--- config.mk ---
export PLATFORM = sky130hd
export DESIGN_NAME = pry2oht_arb
export DESIGN_NICKNAME = d
export VERILOG_FILES = /design/src/rtl/pry2oht_arb.sv
export SDC_FILE = /design/constraint.sdc
export NUM_CORES = 1
export LEC_CHECK = 0
export ABC_AREA = 1
export CELL_PAD_IN_SITES_DETAIL_PLACEMENT = 0
export CELL_PAD_IN_SITES_GLOBAL_PLACEMENT = 2
export CORE_MARGIN = 2
export CORE_UTILIZATION = 24
export CTS_CLUSTER_DIAMETER = 80
export DETAILED_ROUTE_END_ITERATION = 6
export GPL_ROUTABILITY_DRIVEN = 0
export PLACE_DENSITY = 0.9
export SLEW_MARGIN = 0
export SYNTH_ARGS = -nofsm -noshare
export SYNTH_HDL_FRONTEND = slang
export SYNTH_SLANG_ARGS = --single-unit
--- constraint.sdc ---
create_clock -name clk -period 1.6 [get_ports clk]
set_input_delay 0.16 -clock clk [delete_from_list [all_inputs] [get_ports clk]]
set_output_delay 0.16 -clock clk [all_outputs]
set_load 0.02 [all_outputs]
--- src/rtl/pry2oht_arb.sv ---
// pry2oht_arb: registered priority-to-one-hot arbiter with fixed-priority or
// round-robin selection and a valid/ready grant register.
// Optional feature macro: PRY2OHT_ARB_LOCK_EN adds the lck port and the LOCKED
// state. When it is undefined the arbiter behaves as if lck were always 0.
// The search is a padded radix-SPLIT tree (IMPLEMENTATION=0) or a linear scan
// (any other value). Both give identical results.
module pry2oht_arb #(
    parameter int    WIDTH          = 32,
    parameter int    SPLIT          = 2,
    parameter string DIRECTION      = "LSB",
    parameter int    MODE           = 0,
    parameter int    IMPLEMENTATION = 0,
    localparam int   IDX_W          = (WIDTH > 1) ? $clog2(WIDTH) : 1
) (
    input  logic             clk,
    input  logic             rst_n,
    input  logic [WIDTH-1:0] req,
    output logic             gnt_vld,
    input  logic             gnt_rdy,
    output logic [WIDTH-1:0] gnt,
    output logic [IDX_W-1:0] gnt_idx
`ifdef PRY2OHT_ARB_LOCK_EN
    ,
    input  logic             lck
`endif
);

    // Tree geometry: pad the request vector up to RADIX**LEVELS leaves.
    localparam int  SPLIT_LG  = (SPLIT > 1) ? $clog2(SPLIT) : 1;
    localparam int  RADIX     = 1 << SPLIT_LG;
    localparam int  RAW_LG    = (WIDTH > 1) ? $clog2(WIDTH) : 1;
    localparam int  LEVELS    = (RAW_LG + SPLIT_LG - 1) / SPLIT_LG;
    localparam int  PIW       = LEVELS * SPLIT_LG;
    localparam int  PW        = 1 << PIW;
    localparam bit  MSB_FIRST = (DIRECTION == "MSB");

`ifdef PRY2OHT_ARB_LOCK_EN
    typedef enum logic [1:0] {IDLE, GRANT, LOCKED} state_t;
`else
    typedef enum logic {IDLE, GRANT} state_t;
`endif

    // Radix tree reduction over the padded vector, leaf 0 wins; returns {hit, leaf}.
    function automatic logic [PIW:0] tree_search(input logic [PW-1:0] vec);
        logic [PW-1:0]  hit;
        logic [PIW-1:0] pos [PW];
        logic           fh;
        logic [PIW-1:0] fp;
        int             n;
        hit = vec;
        for (int i = 0; i < PW; i++) pos[i] = PIW'(i);
        n = PW;
        for (int l = 0; l < LEVELS; l++) begin
            n = n / RADIX;
            for (int g = 0; g < PW / RADIX; g++) begin
                if (g < n) begin
                    fh = 1'b0;
                    fp = '0;
                    for (int c = RADIX - 1; c >= 0; c--) begin
                        if (hit[g*RADIX + c]) begin
                            fh = 1'b1;
                            fp = pos[g*RADIX + c];
                        end
                    end
                    hit[g] = fh;
                    pos[g] = fp;
                end
            end
        end
        return {hit[0], pos[0]};
    endfunction

    // Flat scan alternative, leaf 0 wins; returns {hit, leaf}.
    function automatic logic [PIW:0] linear_search(input logic [PW-1:0] vec);
        logic [PIW:0] r;
        r = '0;
        for (int i = PW - 1; i >= 0; i--) begin
            if (vec[i]) r = {1'b1, PIW'(i)};
        end
        return r;
    endfunction

    // Direction-aware search on a WIDTH-bit vector; returns {hit, physical index}.
    function automatic logic [IDX_W:0] search(input logic [WIDTH-1:0] v);
        logic [PW-1:0] pad;
        logic [PIW:0]  r;
        int            p;
        pad = '0;
        for (int i = 0; i < WIDTH; i++) pad[i] = MSB_FIRST ? v[WIDTH-1-i] : v[i];
        r = (IMPLEMENTATION != 0) ? linear_search(pad) : tree_search(pad);
        p = int'(r[PIW-1:0]);
        if (MSB_FIRST) p = WIDTH - 1 - p;
        return {r[PIW], IDX_W'(p)};
    endfunction

    // Round-robin mask after granting index i: bits strictly past i in priority order.
    function automatic logic [WIDTH-1:0] beyond(input logic [IDX_W-1:0] i);
        logic [WIDTH-1:0] m;
        for (int j = 0; j < WIDTH; j++) m[j] = MSB_FIRST ? (j < int'(i)) : (j > int'(i));
        return m;
    endfunction

    state_t           state;
    state_t           state_nxt;
    logic [WIDTH-1:0] msk;
    logic [WIDTH-1:0] msk_nxt;
    logic [WIDTH-1:0] eff_msk;
    logic [WIDTH-1:0] gnt_nxt;
    logic [IDX_W-1:0] idx_nxt;
    logic [IDX_W:0]   masked_res;
    logic [IDX_W:0]   full_res;
    logic [IDX_W:0]   sel_res;
    logic             ld;
    logic             xfer;
    logic             lock_hold;

    assign gnt_vld = (state != IDLE);
    assign ld      = !gnt_vld || gnt_rdy;
    assign xfer    = gnt_vld && gnt_rdy;

    // A transfer in this cycle moves the pointer before the same-cycle search.
    assign eff_msk    = xfer ? beyond(gnt_idx) : msk;
    assign masked_res = search(req & eff_msk);
    assign full_res   = search(req);
    assign sel_res    = ((MODE != 0) && masked_res[IDX_W]) ? masked_res : full_res;

    // While locked (or entering), the held index is the one being transferred.
`ifdef PRY2OHT_ARB_LOCK_EN
    assign lock_hold = xfer && lck && req[gnt_idx];
`else
    assign lock_hold = 1'b0;
`endif

    // Next-state, next-grant and pointer update; nothing changes unless loading.
    always_comb begin
        state_nxt = state;
        gnt_nxt   = gnt;
        idx_nxt   = gnt_idx;
        msk_nxt   = msk;
        if (ld) begin
            if (lock_hold) begin
`ifdef PRY2OHT_ARB_LOCK_EN
                state_nxt = LOCKED;
                msk_nxt   = (state == LOCKED) ? msk : eff_msk;
`endif
            end else begin
                msk_nxt = eff_msk;
                if (sel_res[IDX_W]) begin
                    state_nxt = GRANT;
                    idx_nxt   = sel_res[IDX_W-1:0];
                    gnt_nxt   = WIDTH'(1) << sel_res[IDX_W-1:0];
                end else begin
                    state_nxt = IDLE;
                    idx_nxt   = '0;
                    gnt_nxt   = '0;
                end
            end
        end
    end

    // Grant register, state and round-robin pointer.
    always_ff @(posedge clk or negedge rst_n) begin
        if (!rst_n) begin
            state   <= IDLE;
            gnt     <= '0;
            gnt_idx <= '0;
            msk     <= '1;
        end else begin
            state   <= state_nxt;
            gnt     <= gnt_nxt;
            gnt_idx <= idx_nxt;
            msk     <= msk_nxt;
        end
    end

endmodule
==> results.sh, run 1 <==
export IMPL_start_kind="primary input"
export IMPL_max_freq_mhz=682.8
export IMPL_drive_above_1_share=0.2653
export IMPL_cts_buffer_depth=2
export IMPL_synth_area_top_cells="dfrtp_1, nand2_1, nand4_1"
export IMPL_numCtsBuffers=5
export IMPL_drcViolationCount=0
export IMPL_area_growth_pct=70.49
export IMPL_drt_initial_drc_count=71
export IMPL_cap_violations=0
export IMPL_setup_viol=0
export IMPL_ys_warn_count=0
export IMPL_first_global_vias=2183
export IMPL_seq_area_frac_synth=0.4559
export IMPL_dp_cells=478
export IMPL_fp_dieH_um=97.23
export IMPL_diodes=0
export IMPL_dieArea_um2=9453
export IMPL_cp_startpoint="req[30]"
export IMPL_die_w_um=97.23
export IMPL_root_buffer="clkbuf_8"
export IMPL_final_util=0.4138
export IMPL_ys_ff_latch=38
export IMPL_finalPower_mw=2.156
export IMPL_antenna_found_initial=0
export IMPL_p_leak_nw=1.907
export IMPL_num_vias=2161
export IMPL_overflow=0
export IMPL_path_class="in -> reg"
export IMPL_hold_viol=0
export IMPL_rows=34
export IMPL_grt_max_degree=39
export IMPL_worstHoldStart="req[0]"
export IMPL_core_area_um2=8593
export IMPL_slew_limit_headroom=0.7844
export IMPL_wl_per_cell_um=11.73
export IMPL_ios=73
export IMPL_synth_ff_type="dfrtp_1"
export IMPL_finClkSkew_ns=0.01276
export IMPL_fillers=896
export IMPL_r2r_start="gnt_vld"
export IMPL_finalCriticalPeriod_ns=1.464
export IMPL_finalMaxSlewViolations=0
export IMPL_crit_path_max_fanout=8
export IMPL_synth_async_reset_ratio=1.000
export IMPL_port_buffers=72
export IMPL_h_tree_depth=2
export IMPL_cp_arrival_ns=1.69
export IMPL_ir_drop_v=0.0003272
export IMPL_fin_nets=426
export IMPL_end_kind="register"
export IMPL_synth_area_um2=2086
export IMPL_grt_pass1_wl_um=9929
export IMPL_clkLatencyLatePin_ns=0.29
export IMPL_status="complete, no violations"
export IMPL_synth_edf_count=0
export IMPL_start_util=0.2427
export IMPL_ys_types=26
export IMPL_p_per_area_nw_per_um2=606.2
export IMPL_ant_nets=0
export IMPL_wirelength_um=5863
export IMPL_final_cell_area_um2=3556
export IMPL_placed_area_um2=3166
export IMPL_hold_class="in -> reg"
export IMPL_syn_inst=279
export IMPL_synth_most_common_cell="nand2_1"
export IMPL_syn_num_nets=314
export IMPL_cts_tree="built"
export IMPL_clk_pin_slew_worst_paths_ns=0.08
export IMPL_worstMarginPinSlew_ns=0.3234
export IMPL_min_period_over_period=0.9153
export IMPL_tns_ns=0
export IMPL_dr_pass1_iters=4
export IMPL_grt_usage=0.1258
export IMPL_clkSinkCount=38
export IMPL_avgSynthCellArea_um2=7.476
export IMPL_avgViaCountPerCell=4.322
export IMPL_netlist_top_cells_count="nand2_1, dfrtp_1, inv_1, nor2_1, nand4_1"
export IMPL_crit_required_ns=1.83
export IMPL_synth_top_cell_by_area="dfrtp_1"
export IMPL_instances_no_fill=500
export IMPL_dp_hpwl_um=4474
export IMPL_synth_top_cell_area_share=0.4559
==> worst paths after layout <==
path                       depth (start not counted)      end  slack, ns
min                                                3   gnt[1]       0.21
min in group asynchronous                          3   gnt[0]       0.37
max reg2reg                                        6  gnt[31]       0.31
max                                               14  gnt[30]       0.14
min reg2reg                                        2  gnt[31]       0.49
max in group asynchronous                          3  gnt[31]       1.03
==> report_power, final <==
part | switching [mW] | total (mW) | internal [mW] | leakage, nW
Clock | 0.344 | 0.809 | 0.465 | 0.0514
Combinational | 0.186 | 0.363 | 0.177 | 1.34
Sequential | 0.00912 | 0.983 | 0.974 | 0.520
Total | 0.539 | 2.16 | 1.62 | 1.91
==> cells in the final DEF (no fill, tap or decap), types with 2 or more instances in the layout <==
master           synthesis  final
a21oi_2                  2      2
o21ai_0                  7      7
nor2_2                   4     12
nor2_1                  20     10
nand4_1                 19     19
clkbuf_8                 0      5
inv_1                   27     22
nand2_4                  3      4
nand2_2                  4     15
dlymetal6s2s_1           0     25
buf_12                   0      5
nand3_2                  0      4
dlygate4sd2_1            0      6
nand2_1                109     97
buf_4                    1     36
inv_2                    0      5
a21oi_1                  5      4
clkdlybuf4s50_1          0     40
nand3_1                 11      7
dfrtp_1                 38     38
o21ai_1                  6      6
nor2_4                   5      7
o21bai_1                 2      2
==> registers in the layout, summed over array words and instances, names as in the netlist <==
| name | cells |
|---|---|
| gnt | 32 |
| gnt_idx | 5 |
| gnt_vld | 1 |
==> area by class of cell <==
cell class / count / area (µm²) / share of cell area
repair buffers: 115 / 1162 / 0.3269
multi-input cells: 203 / 1090 / 0.3065
flip-flops and latches: 38 / 950.9 / 0.2674
well taps: 108 / 135.1 / 0.03800
inverters: 28 / 107.6 / 0.03026
clock buffers: 6 / 72.57 / 0.02041
clock inverters: 2 / 37.54 / 0.01056
==> cell families after synthesis <==
| family | synth area share |
|---|---|
| AO/OA/AOI/OAI | 0.07558 |
| flip-flops | 0.4559 |
| buffers and inverters | 0.07739 |
| AND/OR/NAND/NOR | 0.3911 |
==> timing repair <==
action,in CTS,in global routing
setup buffers,4,9
hold buffers,1,0
endpoints found under the setup margin,7,34
pin swaps,18,37
resized for setup,10,59
endpoints found under the hold margin,38,0
==> metrics by stage <==
stage	hold WS [ns]	worst slack [ns]
final	0.2070	0.1355
after global routing	0.2157	-0.007660
after CTS	0.3753	-0.002535
after detailed placement	0.1435	-0.3171
after global placement	0.1428	-0.3008
after floorplan	-0.1356	0.2459
==> layer usage <==
layer	routed length (µm)	part of all wire	vias to the layer above	global-route usage
li1	-	-	1107	-
met1	2650	0.45	987	0.1570
met2	2822	0.48	59	0.2147
met3	304	0.052	8	0.02878
met4	85	0.014	0	0.04274
met5	0	0	-	0
==> critical path: stages <==
cell and delay [ns]:
clkdlybuf4s50_1 0.41, inv_2 0.08, nand2_2 0.06, nor2_2 0.11, nand2_2 0.07, nand2_2 0.08, inv_2 0.04, nand2_2 0.06
nand2_2 0.06, nand2_4 0.14, nand2_4 0.09, nor2_4 0.17, nand3_1 0.10, nand2_1 0.06
No activity file was read; power rests on OpenSTA's default activity.
==> inputs of run 2 (changes only) <==
Settings changed: CORE_UTILIZATION 24 to 25, CTS_BUF_LIST set to sky130_fd_sc_hd__clkbuf_4 sky130_fd_sc_hd__clkbuf_8, PLACE_DENSITY 0.9 to 0.93.
==> results.sh, run 2 (synthesis gave the netlist of run 1 again) <==
export IMPL_status="complete, no violations"
export IMPL_layout_commonest_cell="nand2_1"
export IMPL_cp_buffers_inverters=1
export IMPL_drt_initial_drc_count=70
export IMPL_grt_usage=0.1264
export IMPL_numCtsBuffers=5
export IMPL_fin_nets=418
export IMPL_crit_required_ns=1.44
export IMPL_drive_above_1_share=0.2500
export IMPL_diodes=0
export IMPL_core_area_um2=8134
export IMPL_clk_pin_slew_worst_paths_ns=0.07
export IMPL_path_class="reg -> out"
export IMPL_r2r_start="gnt_vld"
export IMPL_whs_endpoint="gnt[1]"
export IMPL_rows=33
export IMPL_slew_limit_headroom=0.6969
export IMPL_h_tree_depth=2
export IMPL_setup_viol=0
export IMPL_placed_area_um2=3122
export IMPL_regMostFlops="gnt"
export IMPL_fp_dieH_um=95.34
export IMPL_final_util=0.4253
export IMPL_clkLatencyLatePin_ns=0.29
export IMPL_p_per_area_nw_per_um2=585.8
export IMPL_final_cell_area_um2=3460
export IMPL_cap_violations=0
export IMPL_cp_depth=1
export IMPL_finalCriticalPeriod_ns=1.461
export IMPL_end_kind="output pin"
export IMPL_ios=73
export IMPL_antenna_found_initial=0
export IMPL_drcViolationCount=0
export IMPL_timing_hold_ws_ns=0.2297
export IMPL_start_util=0.2564
export IMPL_slowest_stage="clkdlybuf4s50_1"
export IMPL_hold_class="in -> reg"
export IMPL_root_buffer="clkbuf_8"
export IMPL_dr_pass1_iters=4
export IMPL_hold_viol=0
export IMPL_overflow=0
export IMPL_worstMarginPinSlew_ns=0.4546
export IMPL_hold_depth=3
export IMPL_clkSinkCount=38
export IMPL_max_stage_delay_ns=0.62
export IMPL_cts_buffer_depth=2
export IMPL_worstHoldStart="req[0]"
export IMPL_min_period_over_period=0.9131
export IMPL_finClkSkew_ns=0.002981
export IMPL_grt_max_degree=39
export IMPL_wl_per_cell_um=11.59
export IMPL_dieArea_um2=9090
export IMPL_p_leak_nw=1.909
export IMPL_largest_reg_flops=32
export IMPL_ir_drop_v=0.0002844
export IMPL_start_kind="register"
export IMPL_cp_arrival_ns=1.30
export IMPL_num_vias=2121
export IMPL_max_freq_mhz=684.5
export IMPL_crit_path_max_fanout=2
export IMPL_finalMaxSlewViolations=0
export IMPL_grt_pass1_wl_um=9101
export IMPL_avgViaCountPerCell=4.337
export IMPL_critical_path_cell_chain="clkdlybuf4s50_1"
export IMPL_die_w_um=95.34
export IMPL_critPathTopFamily="buffers and inverters"
export IMPL_first_global_vias=2039
export IMPL_port_buffers=72
export IMPL_cts_tree="built"
export IMPL_reg2reg_depth=6
export IMPL_dp_hpwl_um=4259
export IMPL_wirelength_um=5666
export IMPL_ant_nets=0
export IMPL_regToRegSetupSlack_ns=0.39
export IMPL_tns_ns=0
export IMPL_most_common_layout_cells="nand2_1, clkdlybuf4s50_1, dfrtp_1"
export IMPL_timing_rr_end="gnt[7]"
export IMPL_area_growth_pct=65.87
export IMPL_finalPower_mw=2.027
[run 2: changes by cell type in the layout (fill, tap and decap cells not counted), moves of 2 or more]
| cell | delta |
|---|---|
| dlymetal6s2s_1 | +6 |
| buf_4 | -8 |
| buf_12 | -2 |
| nand2_2 | -3 |
| buf_6 | +2 |
| nand2_1 | +3 |
| dlygate4sd2_1 | -6 |
[run 2: stage by stage]
step	worst slack, ns	std cells
global placement	-0.3035	473
finish	0.1391	489
global route	-0.01115	489
CTS	0.002274	483
detailed placement	-0.3160	473
floorplan	0.2459	279
[run 2: layout make-up]
cell class,count,area (µm²)
clock buffers,7,90.09
clock inverters,1,5.005
fillers,835,4674
inverters,28,107.6
multi-input cells,203,1067
flip-flops and latches,38,950.9
well taps,105,131.4
repair buffers,107,1107
[run 2: report_power, final]
part | internal [mW] | leakage (nW) | switching [mW] | total [mW]
Sequential | 0.975 | 0.520 | 0.0106 | 0.985
Combinational | 0.171 | 1.34 | 0.182 | 0.353
Clock | 0.364 | 0.0517 | 0.324 | 0.689
Total | 1.51 | 1.91 | 0.517 | 2.03
[run 2: per-layer routing]
metal / part of all wire / track usage / vias up
li1: - / - / 1097
met1: 0.44 / 0.1579 / 963
met2: 0.50 / 0.2201 / 58
met3: 0.052 / 0.02134 / 3
met4: 0.0064 / 0.04227 / 0
met5: 0 / 0 / -
[run 2: timing repair]
item                                   CTS  global route
setup endpoints to repair                6            34
pin swaps                                0            42
gates resized for setup                  2            68
endpoints found under the hold margin   38             0
hold buffers                             1             0
setup buffers                            1             6
[run 2: worst max path at each step]
stage                           from    endpoint  slack (ns)
after floorplan              gnt_vld     gnt[11]        0.25
after global placement        req[0]      gnt[3]       -0.30
after detailed placement     req[12]     gnt[24]       -0.32
after CTS                     req[0]     gnt[15]       0.002
after global routing         req[28]     gnt[14]       -0.01
final                     gnt_idx[0]  gnt_idx[0]        0.14
